[config.mk]
export PLATFORM = sky130hd
export DESIGN_NAME = simon_datapath_param
export DESIGN_NICKNAME = d
export VERILOG_FILES = /design/src/rtl/simon_datapath_param.sv
export SDC_FILE = /design/constraint.sdc
export NUM_CORES = 1
export LEC_CHECK = 0
export ABC_AREA = 0
export CORE_MARGIN = 2
export CORE_UTILIZATION = 25
export CTS_CLUSTER_SIZE = 8
export DETAILED_ROUTE_END_ITERATION = 7
export SLEW_MARGIN = 25
export SYNTH_ARGS = -nofsm -noshare
export SYNTH_HDL_FRONTEND = slang
export SYNTH_SLANG_ARGS = --single-unit
[constraint.sdc]
create_clock -name clk -period 3.53 [get_ports clk]
set_clock_uncertainty 0.05 [all_clocks]
set_input_delay 0.353 -clock clk [delete_from_list [all_inputs] [get_ports clk]]
set_output_delay 0.353 -clock clk [all_outputs]
set_load 0.05 [all_outputs]
[src/rtl/simon_datapath_param.sv]
// Simon pattern datapath with parametrised LED width and memory depth.
// Holds the entered sequence, level legality check and a self-timed replay engine.
module simon_datapath_param #(
    parameter int WIDTH      = 4,
    parameter int DEPTH      = 64,
    parameter int PLAY_TICKS = 8,
    parameter int GAP_TICKS  = 4
) (
    input  logic             clk,
    input  logic             reset,
    input  logic             level,
    input  logic             set_level,
    input  logic [WIDTH-1:0] pattern,
    input  logic             w_en,
    input  logic             read_memory,
    input  logic             cnt_count,
    input  logic             clr_count,
    input  logic             cnt_index,
    input  logic             clr_index,
    input  logic             play_start,
    output logic             index_lt_count,
    output logic             input_eq_pattern,
    output logic             is_legal,
    output logic             mem_full,
    output logic             play_busy,
    output logic             play_done,
    output logic [WIDTH-1:0] pattern_leds
);

    localparam int AW   = $clog2(DEPTH);
    localparam int CW   = AW + 1;
    localparam int MAXT = (PLAY_TICKS > GAP_TICKS) ? PLAY_TICKS : GAP_TICKS;
    localparam int TW   = $clog2(MAXT + 1);

    typedef enum logic [1:0] {
        IDLE,
        SHOW,
        GAP
    } state_t;

    state_t           state;
    logic [TW-1:0]    timer;
    logic [CW-1:0]    count;
    logic [CW-1:0]    index;
    logic [CW-1:0]    index_nx;
    logic             level_q;
    logic [WIDTH-1:0] mem [DEPTH];
    logic [WIDTH-1:0] idx_mem;
    logic             one_hot;
    logic             wr_ok;

    assign play_busy = (state != IDLE);
    assign idx_mem   = mem[index[AW-1:0]];
    assign index_nx  = index + CW'(1);

    // Exactly one bit set: non-zero and clearing the lowest set bit leaves nothing.
    assign one_hot  = (pattern != '0) && ((pattern & (pattern - WIDTH'(1))) == '0);
    assign is_legal = level_q ? (pattern != '0) : one_hot;

    assign mem_full         = (count == CW'(DEPTH));
    assign index_lt_count   = (index < count);
    assign input_eq_pattern = index_lt_count && (pattern == idx_mem);

    assign wr_ok = w_en && is_legal && !mem_full && !play_busy;

    always_ff @(posedge clk) begin
        if (!reset && wr_ok) begin
            mem[count[AW-1:0]] <= pattern;
        end
    end

    always_comb begin
        pattern_leds = pattern;
        unique case (state)
            SHOW:    pattern_leds = idx_mem;
            GAP:     pattern_leds = '0;
            default: begin
                if (read_memory) begin
                    pattern_leds = (index < CW'(DEPTH)) ? idx_mem : '0;
                end
            end
        endcase
    end

    always_ff @(posedge clk) begin
        if (reset) begin
            state     <= IDLE;
            timer     <= '0;
            count     <= '0;
            index     <= '0;
            level_q   <= 1'b0;
            play_done <= 1'b0;
        end else begin
            play_done <= 1'b0;
            unique case (state)
                IDLE: begin
                    if (set_level) begin
                        level_q <= level;
                    end
                    if (clr_count) begin
                        count <= '0;
                    end else if (cnt_count && !mem_full) begin
                        count <= count + CW'(1);
                    end
                    if (clr_index) begin
                        index <= '0;
                    end else if (cnt_index && index != CW'(DEPTH)) begin
                        index <= index_nx;
                    end
                    // An empty memory still answers with a done pulse.
                    if (play_start) begin
                        if (count != '0) begin
                            state <= SHOW;
                            timer <= '0;
                            index <= '0;
                        end else begin
                            play_done <= 1'b1;
                        end
                    end
                end
                SHOW: begin
                    if (timer == TW'(PLAY_TICKS - 1)) begin
                        state <= GAP;
                        timer <= '0;
                    end else begin
                        timer <= timer + TW'(1);
                    end
                end
                GAP: begin
                    if (timer == TW'(GAP_TICKS - 1)) begin
                        timer <= '0;
                        index <= index_nx;
                        if (index_nx < count) begin
                            state <= SHOW;
                        end else begin
                            state     <= IDLE;
                            play_done <= 1'b1;
                        end
                    end else begin
                        timer <= timer + TW'(1);
                    end
                end
                default: begin
                    state <= IDLE;
                    timer <= '0;
                end
            endcase
        end
    end

endmodule

==> metrics.cfg, run 1 <==
[status]
outcome = finished, violations left
violations = negative setup slack

[synthesis]
synth_cell_types = 63
synthCells = 783
yosys_warnings = 0
ys.flop_type = edfxtp_1
syn_nets = 820
synth_edf_count = 256
async_reset_ff_frac = 0
ys_ff_latch = 284
syn_area_sq_um = 12200
syn_area_per_cell_sq_um = 15.6
seq_area_frac_synth = 0.677

[power_and_ir_drop]
p_per_area_nw_per_um2 = 576
swShare = 0.250
p_clk_frac = 0.397
p_int_w = 0.00639
combPwrFrac = 0.163
p_leak_nw = 4.70
power.switching_w = 0.00213
ir_drop_v = 0.000300
p_seq_frac = 0.440
p_total_w = 0.00852

[clock_network]
cts.sinks = 284
cts_tree = done
cts_buffer_depth = 3
htreeDepth = 2
numCtsBuffers = 41
root_buffer = clkbuf_16
clk_pin_slew_ns = 0.05
clkLatencyLatePin_ns = 0.52

[place]
finalWeightedCongestion = 0.821
io_buffers = 24
hpwlAfterDp_um = 20700

[sta]
finalSetupViolations = 2
finalCriticalPeriod_ns = 3.57
slew_violations = 0
tns_ns = -0.0466
slew_headroom = 0.474
rsz0062_at_grt = true
fin_ws_ns = -0.0443
timing.final.crit_share = 1.01
clock.fmax_mhz = 280
hold_slack_ns = 0.372
tightest_slew_ns = 0.789
hold_violations = 0

[floorplan]
dieHeight_um = 225
die_w_um = 225
boundaryPins = 25
core_area_sq_um = 47900
rows = 80
start_util = 0.254
die-area_sq_um = 50500

[critical_path]
max_stage_delay_ns = 0.52
path_common_cell = buf_12
crit_type = reg -> out
worst_path_max_delay_cell = mux4_2
startpoint_type = register
cp-end-kind = output port
crit_arrival_ns = 3.17
cp_data_required_time_ns = 3.13
timing.critical_path.buf_inv = 2
cp_cell_sequence = buf_12 > mux4_2 > nand2_1 > a21boi_0 > a2111oi_2 > and4_4 > xnor2_1 > and4bb_1 > buf_12
path_delay_family = simple AND/OR/NAND/NOR gates
rr_startpoint = count[1]
crit_path_max_fanout = 6

[routing]
dr.pass1.iters = 5
post_drt_via_cell_ratio = 4.85
routedWlPerCell_um = 20.6
vias = 7336
drc = 0
final_antenna_net_count = 0
wl_um = 31200
drtIter0Drc = 850

[global_route]
overflow = 0
grtUsageTotal = 0.124
grt_pass1_vias = 7406
grt_max_degree = 68
grt_antenna_before_repair = 0
grt_pass1_wl_um = 47200

[layout]
fill_cells = 4667
antennaDiodeCount = 0
layout.nets = 926
mostFrequentLayoutCell = edfxtp_1
most-common-layout-cells = edfxtp_1, nor2_1, buf_4
seqCellArea_sq_um = 8260
syn2layout_area_growth_pct = 21.5
drive_gt1_frac = 0.227
multi_input_area_sq_um = 3700

[run]
drv_cap = 0

[min_path]
worstHoldStart = level
hold_path.class = in -> reg

==> area by class of cell <==
cell class                      count  area share
Clock buffer                       48      0.0711
Inverter                           25     0.00634
Sequential cell                   284       0.558
Timing Repair Buffer               97      0.0606
Multi-Input combinational cell    440       0.250
Tap cell                          615      0.0520
Clock inverter                      3     0.00152
==> repair_timing <==
item,4_1_cts,5_1_grt
setup buffers,3,5
gates resized for setup,10,17
gates cloned,0,2
hold buffers,0,0
endpoints found under the hold margin,0,0
pin swaps,1,6
setup endpoints to repair,6,6
==> routing by layer <==
layer / vias to the layer above / share of wire / global-route usage
met2: 264 / 0.46 / 0.192
met4: 0 / 0.027 / 0.0367
met5: - / 0 / 0
met3: 57 / 0.076 / 0.0268
li1: 3256 / - / -
met1: 3759 / 0.44 / 0.176
==> tightest hold or removal path, cell delays in order <==
cell and delay (ns):
clkdlybuf4s50_1 0.40, nand3_1 0.08, a21oi_1 0.05
==> metrics by stage <==
stage | setup slack [ns] | util | instances | instance area, sq um
final | -0.0443 | 0.309 | 1512 | 14800
after detailed placement | 0.0207 | 0.281 | 1451 | 13500
after global routing | -0.149 | 0.309 | 1512 | 14800
after CTS | -0.130 | 0.305 | 1505 | 14600
after floorplan | 0.284 | - | 783 | 12200
after global placement | -0.0347 | 0.281 | 1451 | 13500
==> power groups by stage <==
stage | Sequential, W | Clock, W | Combinational [W]
floorplan | 0.00379 | 0 | 0.000869
detailed placement | 0.00385 | 0 | 0.00122
global placement | 0.00385 | 0 | 0.00121
CTS | 0.00374 | 0.00344 | 0.00132
finish | 0.00375 | 0.00338 | 0.00139
global route | 0.00375 | 0.00358 | 0.00149
==> cell usage after synthesis, types with 5 or more instances <==
master,count,area (sq um)
nand3b_1,7,52.6
or3_1,8,50.1
nand3_1,25,125
buf_6,5,56.3
ha_1,22,275
a21oi_1,22,110
nor2_1,97,364
mux2_2,6,67.6
mux2i_1,18,180
inv_1,21,78.8
o21ai_0,12,60.1
a211oi_1,5,37.5
nand2_1,23,86.3
nor3_1,16,80.1
a31oi_1,5,31.3
edfxtp_1,256,7690
xnor2_1,12,105
dfxtp_1,28,561
nor4_1,5,31.3
buf_2,10,50.1
nor2b_1,14,87.6
a21o_1,6,45.0
o21a_1,5,37.5
clkbuf_1,13,48.8
nand2b_1,11,68.8
mux4_2,54,1220
==> flip-flops by register name (all words and copies together) (netlist names), named ones only <==
signal	cells
count	7
index	7
level_q	1
mem	256
play_done	1
state	2
timer	4
==> kinds of logic (layout without fill, tap and decap cells) <==
group,count (synthesis),after routing,synth area share
flip-flops,284,284,0.677
AO/OA/AOI/OAI,100,100,0.0563
XOR/XNOR,15,15,0.0108
adder cells (fa/ha/maj),23,23,0.0234
AND/OR/NAND/NOR,224,224,0.0884
buffers and inverters,59,173,0.0239
multiplexers,78,78,0.120
==> worst paths after layout <==
kind | endpoint | slack (ns) | depth (start not counted)
setup / recovery | input_eq_pattern | -0.04 | 9
hold / removal | level_q | 0.37 | 3
setup reg to reg | mem[41][3] | 0.21 | 9
hold reg to reg | timer[1] | 0.42 | 2
(Power assumes the default switching activity.)
==> run 2: changes to the inputs <==
--- a/config.mk
+++ b/config.mk
@@ -10,6 +10,7 @@
 export CORE_UTILIZATION = 25
 export CTS_CLUSTER_SIZE = 8
 export DETAILED_ROUTE_END_ITERATION = 7
+export GPL_TIMING_DRIVEN = 1
 export SLEW_MARGIN = 25
 export SYNTH_ARGS = -nofsm -noshare
 export SYNTH_HDL_FRONTEND = slang
==> constraint.sdc (replaced) <==
create_clock -name clk -period 3.53 [get_ports clk]
set_clock_uncertainty 0.05 [all_clocks]
set_input_delay 0.353 -clock clk [delete_from_list [all_inputs] [get_ports clk]]
set_output_delay 0.353 -clock clk [all_outputs]
set_load 0.005 [all_outputs]
==> metrics.cfg, run 2 (same netlist as run 1, synthesis figures left out) <==
[place]
dpl_worst_slack_ns = -0.175
place_inst = 1496
placed_area_sq_um = 13800
io_buffers = 24
hpwlAfterDp_um = 20900
finalWeightedCongestion = 0.829

[critical_path]
crit_arrival_ns = 3.08
crit_path_max_fanout = 6
rr_startpoint = count[0]
worstRegToRegCells = 10
path_delay_family = multiplexers
cp_cell_sequence = buf_12 > buf_16 > buf_12 > mux4_2 > mux2i_2 > o32ai_2 > a211oi_2 > buf_4 > or3_1 > nand4b_1 > and4bb_1 > buf_2
worst_path_max_delay_cell = mux4_2
cp_data_required_time_ns = 3.13
startpoint_type = register
max_stage_delay_ns = 0.54
path_common_cell = buf_12
timing.critical_path.buf_inv = 5
cp-end-kind = output port
crit_type = reg -> out
reg2reg_to = mem[9][0]
rrSetupSlack_ns = 0.38

[routing]
dr.pass1.iters = 4
vias = 7391
drtIter0Drc = 715
routedWlPerCell_um = 19.7
routed.top_layer = met4
wl_um = 30800
drc = 0
wl_met2_um = 14600
met1_length_um = 13900
final_antenna_net_count = 0
dr_wl_met3_um = 1590
post_drt_via_cell_ratio = 4.72

[layout]
syn2layout_area_growth_pct = 26.1
fill_cells = 4616
multi_input_area_sq_um = 3780
largest_register_ffs = 256
finish.utilization = 0.320
seqCellArea_sq_um = 8260
drive_gt1_frac = 0.280
most-common-layout-cells = edfxtp_1, buf_4, nor2_1
layout.nets = 980
mostFrequentLayoutCell = edfxtp_1
stdcell_area_sq_um = 15400
final_cells = 1567
antennaDiodeCount = 0

[global_route]
grt_pass1_wl_um = 47200
grt_antenna_before_repair = 0
grt_pass1_vias = 7585
overflow = 0
grtUsageTotal = 0.123
grt_max_degree = 67

[status]
outcome = finished clean

[sta]
clock.fmax_mhz = 287
hold_violations = 0
rsz0062_at_grt = true
tightest_slew_ns = 0.767
timing.final.crit_share = 0.987
finalSetupViolations = 0
tns_ns = 0
fin_ws_ns = 0.0445
slew_headroom = 0.489
slew_violations = 0
finalCriticalPeriod_ns = 3.49

[clock_network]
cts_buffer_depth = 3
cts_tree = done
cts.sinks = 284
numCtsBuffers = 41
htreeDepth = 2
clkLatencyLatePin_ns = 0.52
hold_buffers = 0
root_buffer = clkbuf_16
clk_pin_slew_ns = 0.05

[floorplan]
core_area_sq_um = 47900
die_w_um = 225
die-area_sq_um = 50500
boundaryPins = 25
rows = 80
start_util = 0.254
dieHeight_um = 225

[min_path]
worstHoldStart = pattern[3]
min_path_cells = 1
hold_path.class = in -> reg
hold_end = mem[14][3]

[power_and_ir_drop]
p_per_area_nw_per_um2 = 559
p_leak_nw = 5.05
ir_drop_v = 0.000326

[run]
drv_cap = 0

==> run 2: cell count changes in the layout (fill, tap and decap cells not counted), sizes merged <==
cell,delta
buf,+52
clkbuf,+2
clkdlybuf4s50,+1
dlymetal6s2s,+1
inv,-1
==> run 2: worst max-delay path by stage <==
stage | start | to | slack (ns) | cells after the start
after detailed placement | register | input_eq_pattern | -0.18 | 9
final | register | input_eq_pattern | 0.04 | 12
after global routing | register | input_eq_pattern | -0.08 | 12
after global placement | register | input_eq_pattern | -0.09 | 10
after CTS | register | pattern_leds[3] | -0.08 | 10
after floorplan | count[1] | mem[61][0] | 0.70 | 9
==> run 2: layout make-up <==
| cell class | count | area share |
|---|---|---|
| clock inverter | 2 | 0.000896 |
| sequential | 284 | 0.538 |
| inverter | 25 | 0.00611 |
| tap | 615 | 0.0501 |
| timing repair buffer | 151 | 0.0873 |
| multi-input combinational | 440 | 0.246 |
| clock buffer | 50 | 0.0718 |
==> run 2: report_power, final <==
group / switching (W) / total, W / internal [W]
registers: 0.0000373 / 0.00374 / 0.00370
logic: 0.000664 / 0.00137 / 0.000707
clock network: 0.00133 / 0.00348 / 0.00215
total: 0.00203 / 0.00858 / 0.00656
==> run 2: routing by layer <==
layer  global-route usage  vias up
met3               0.0201       53
li1                     -     3373
met5                    0        -
met4               0.0376        0
met1                0.171     3754
met2                0.198      211
==> run 2: through the flow <==
| step | total power (W) | hold WS, ns |
|---|---|---|
| final | 0.00858 | 0.199 |
| after global routing | 0.00889 | 0.190 |
| after CTS | 0.00854 | 0.183 |
| after detailed placement | 0.00496 | 0.414 |
| after global placement | 0.00495 | 0.411 |
| after floorplan | 0.00454 | 0.387 |
==> run 2: timing repair <==
| item | CTS | global route |
|---|---|---|
| gates cloned | 0 | 1 |
| gates resized for setup | 51 | 18 |
| setup buffers | 8 | 11 |
| pin swaps | 9 | 10 |
| setup endpoints to repair | 5 | 5 |
==> run 3: changes to the inputs <==
--- a/config.mk
+++ b/config.mk
@@ -6,7 +6,6 @@
 export NUM_CORES = 1
 export LEC_CHECK = 0
 export ABC_AREA = 0
-export CORE_MARGIN = 2
 export CORE_UTILIZATION = 25
 export CTS_CLUSTER_SIZE = 8
 export DETAILED_ROUTE_END_ITERATION = 7
==> metrics.cfg, run 3 (same netlist as run 1, synthesis figures left out) <==
[sta]
hold_violations = 0
finalCriticalPeriod_ns = 3.58
hold_slack_ns = 0.285
clock.fmax_mhz = 279
slew_headroom = 0.517
finalSetupViolations = 2
tightest_slew_ns = 0.725
fin_ws_ns = -0.0536
rsz0062_at_grt = true
timing.final.crit_share = 1.02
slew_violations = 0

[floorplan]
die_w_um = 223
boundaryPins = 25
core_area_sq_um = 47900
start_util = 0.254
rows = 80
die-area_sq_um = 49600
dieHeight_um = 223

[place]
placed_area_sq_um = 13800
finalWeightedCongestion = 0.844
hpwlAfterDp_um = 21100
place_inst = 1490
io_buffers = 24

[min_path]
hold_path.class = in -> reg
min_path_cells = 1
worstHoldStart = pattern[3]
hold_end = mem[37][3]

[global_route]
use_met2 = 0.199
grt_pass1_wl_um = 47800
grt.busiest_layer = met2
grt_antenna_before_repair = 0
overflow = 0
grt_use_met1 = 0.177
grtUsageTotal = 0.127
grt_max_degree = 68
grt_pass1_vias = 7652
gr-usage-met3 = 0.0233

[critical_path]
rrSetupSlack_ns = 0.36
crit_path_max_fanout = 6
crit_type = reg -> out
crit_arrival_ns = 3.18
worstRegToRegCells = 10
reg2reg_to = mem[25][2]
cp_data_required_time_ns = 3.13
rr_startpoint = count[1]
cp-end-kind = output port
startpoint_type = register

[routing]
drc = 0
final_antenna_net_count = 0
routedWlPerCell_um = 20.1
wl_um = 31500
post_drt_via_cell_ratio = 4.81
drtIter0Drc = 770
dr.pass1.iters = 5
vias = 7521

[layout]
stdcell_area_sq_um = 15200
final_cells = 1565
drive_gt1_frac = 0.267
antennaDiodeCount = 0
most-common-layout-cells = edfxtp_1, buf_4, nor2_1
syn2layout_area_growth_pct = 24.7
mostFrequentLayoutCell = edfxtp_1
largest_register_ffs = 256
layout.nets = 971

[clock_network]
htreeDepth = 2
cts_tree = done
clkLatencyLatePin_ns = 0.52
root_buffer = clkbuf_16
cts.sinks = 284
clk_pin_slew_ns = 0.06
hold_buffers = 0
numCtsBuffers = 41
cts_buffer_depth = 3

[power_and_ir_drop]
p_per_area_nw_per_um2 = 561
ir_drop_v = 0.000312
p_leak_nw = 4.94

[status]
outcome = finished, violations left
violations = negative setup slack

[run]
drv_cap = 0

run 3: cell types whose count changed in the layout (fill, tap and decap cells not counted), moves of 3 or more:
cell	previous run	this run
o21ai_1	0	4
buf_4	109	103
o21ai_0	12	9
mux2i_1	16	13
clkbuf_1	7	14
clkbuf_16	44	41
run 3: worst max-delay path, stage by stage (launching register included):
cell and delay, ns:
dfxtp_4 0.46, buf_6 0.17, buf_12 0.10, mux2_2 0.33
o22ai_1 0.21, nor3b_1 0.11, a2111oi_2 0.40, buf_4 0.18
and4_4 0.24, buf_4 0.12, a2bb2oi_2 0.11, o22ai_1 0.08
buf_2 0.14
run 3: where the power goes:
group          internal, W  switching, W  total (W)
clock network      0.00214       0.00134    0.00348
logic             0.000654      0.000641    0.00129
registers          0.00370     0.0000485    0.00375
run 3: how the worst max path moves through the flow:
| stage | from | end | slack (ns) | cells past startpoint |
|---|---|---|---|---|
| after floorplan | count[1] | mem[61][0] | 0.70 | 9 |
| after global placement | register | input_eq_pattern | -0.23 | 10 |
| after detailed placement | register | input_eq_pattern | -0.23 | 11 |
| after CTS | register | input_eq_pattern | -0.09 | 10 |
| after global routing | register | input_eq_pattern | -0.14 | 12 |
| final | register | pattern_leds[1] | -0.05 | 12 |
run 3: cell type report:
| class | instances | area, sq um |
|---|---|---|
| inverter | 25 | 93.8 |
| clock inverter | 2 | 17.5 |
| tap | 615 | 769 |
| multi-input combinational | 440 | 3740 |
| fill | 4630 | 32800 |
| sequential | 284 | 8260 |
| clock buffer | 57 | 1110 |
| timing repair buffer | 142 | 1200 |
run 3: routing by layer:
layer / up-vias / wire (um)
met5: - / 0
met4: 0 / 806
met3: 57 / 2070
met2: 283 / 14500
met1: 3816 / 14100
li1: 3365 / -
run 3: timing repair:
item / CTS / global route
setup buffers: 13 / 3
gates resized for setup: 40 / 21
pin swaps: 8 / 5
setup endpoints to repair: 5 / 5
run 3: metrics by stage:
| stage | setup TNS, ns | total power [W] | util | setup slack [ns] |
|---|---|---|---|---|
| 2_1_floorplan | 0 | 0.00454 | - | 0.698 |
| 3_3_place_gp | -0.458 | 0.00494 | 0.288 | -0.233 |
| 3_5_place_dp | -0.387 | 0.00496 | 0.288 | -0.226 |
| 4_1_cts | -0.179 | 0.00854 | 0.315 | -0.0947 |
| 5_1_grt | -0.274 | 0.00882 | 0.317 | -0.140 |
| 6_report | -0.105 | 0.00852 | 0.317 | -0.0536 |
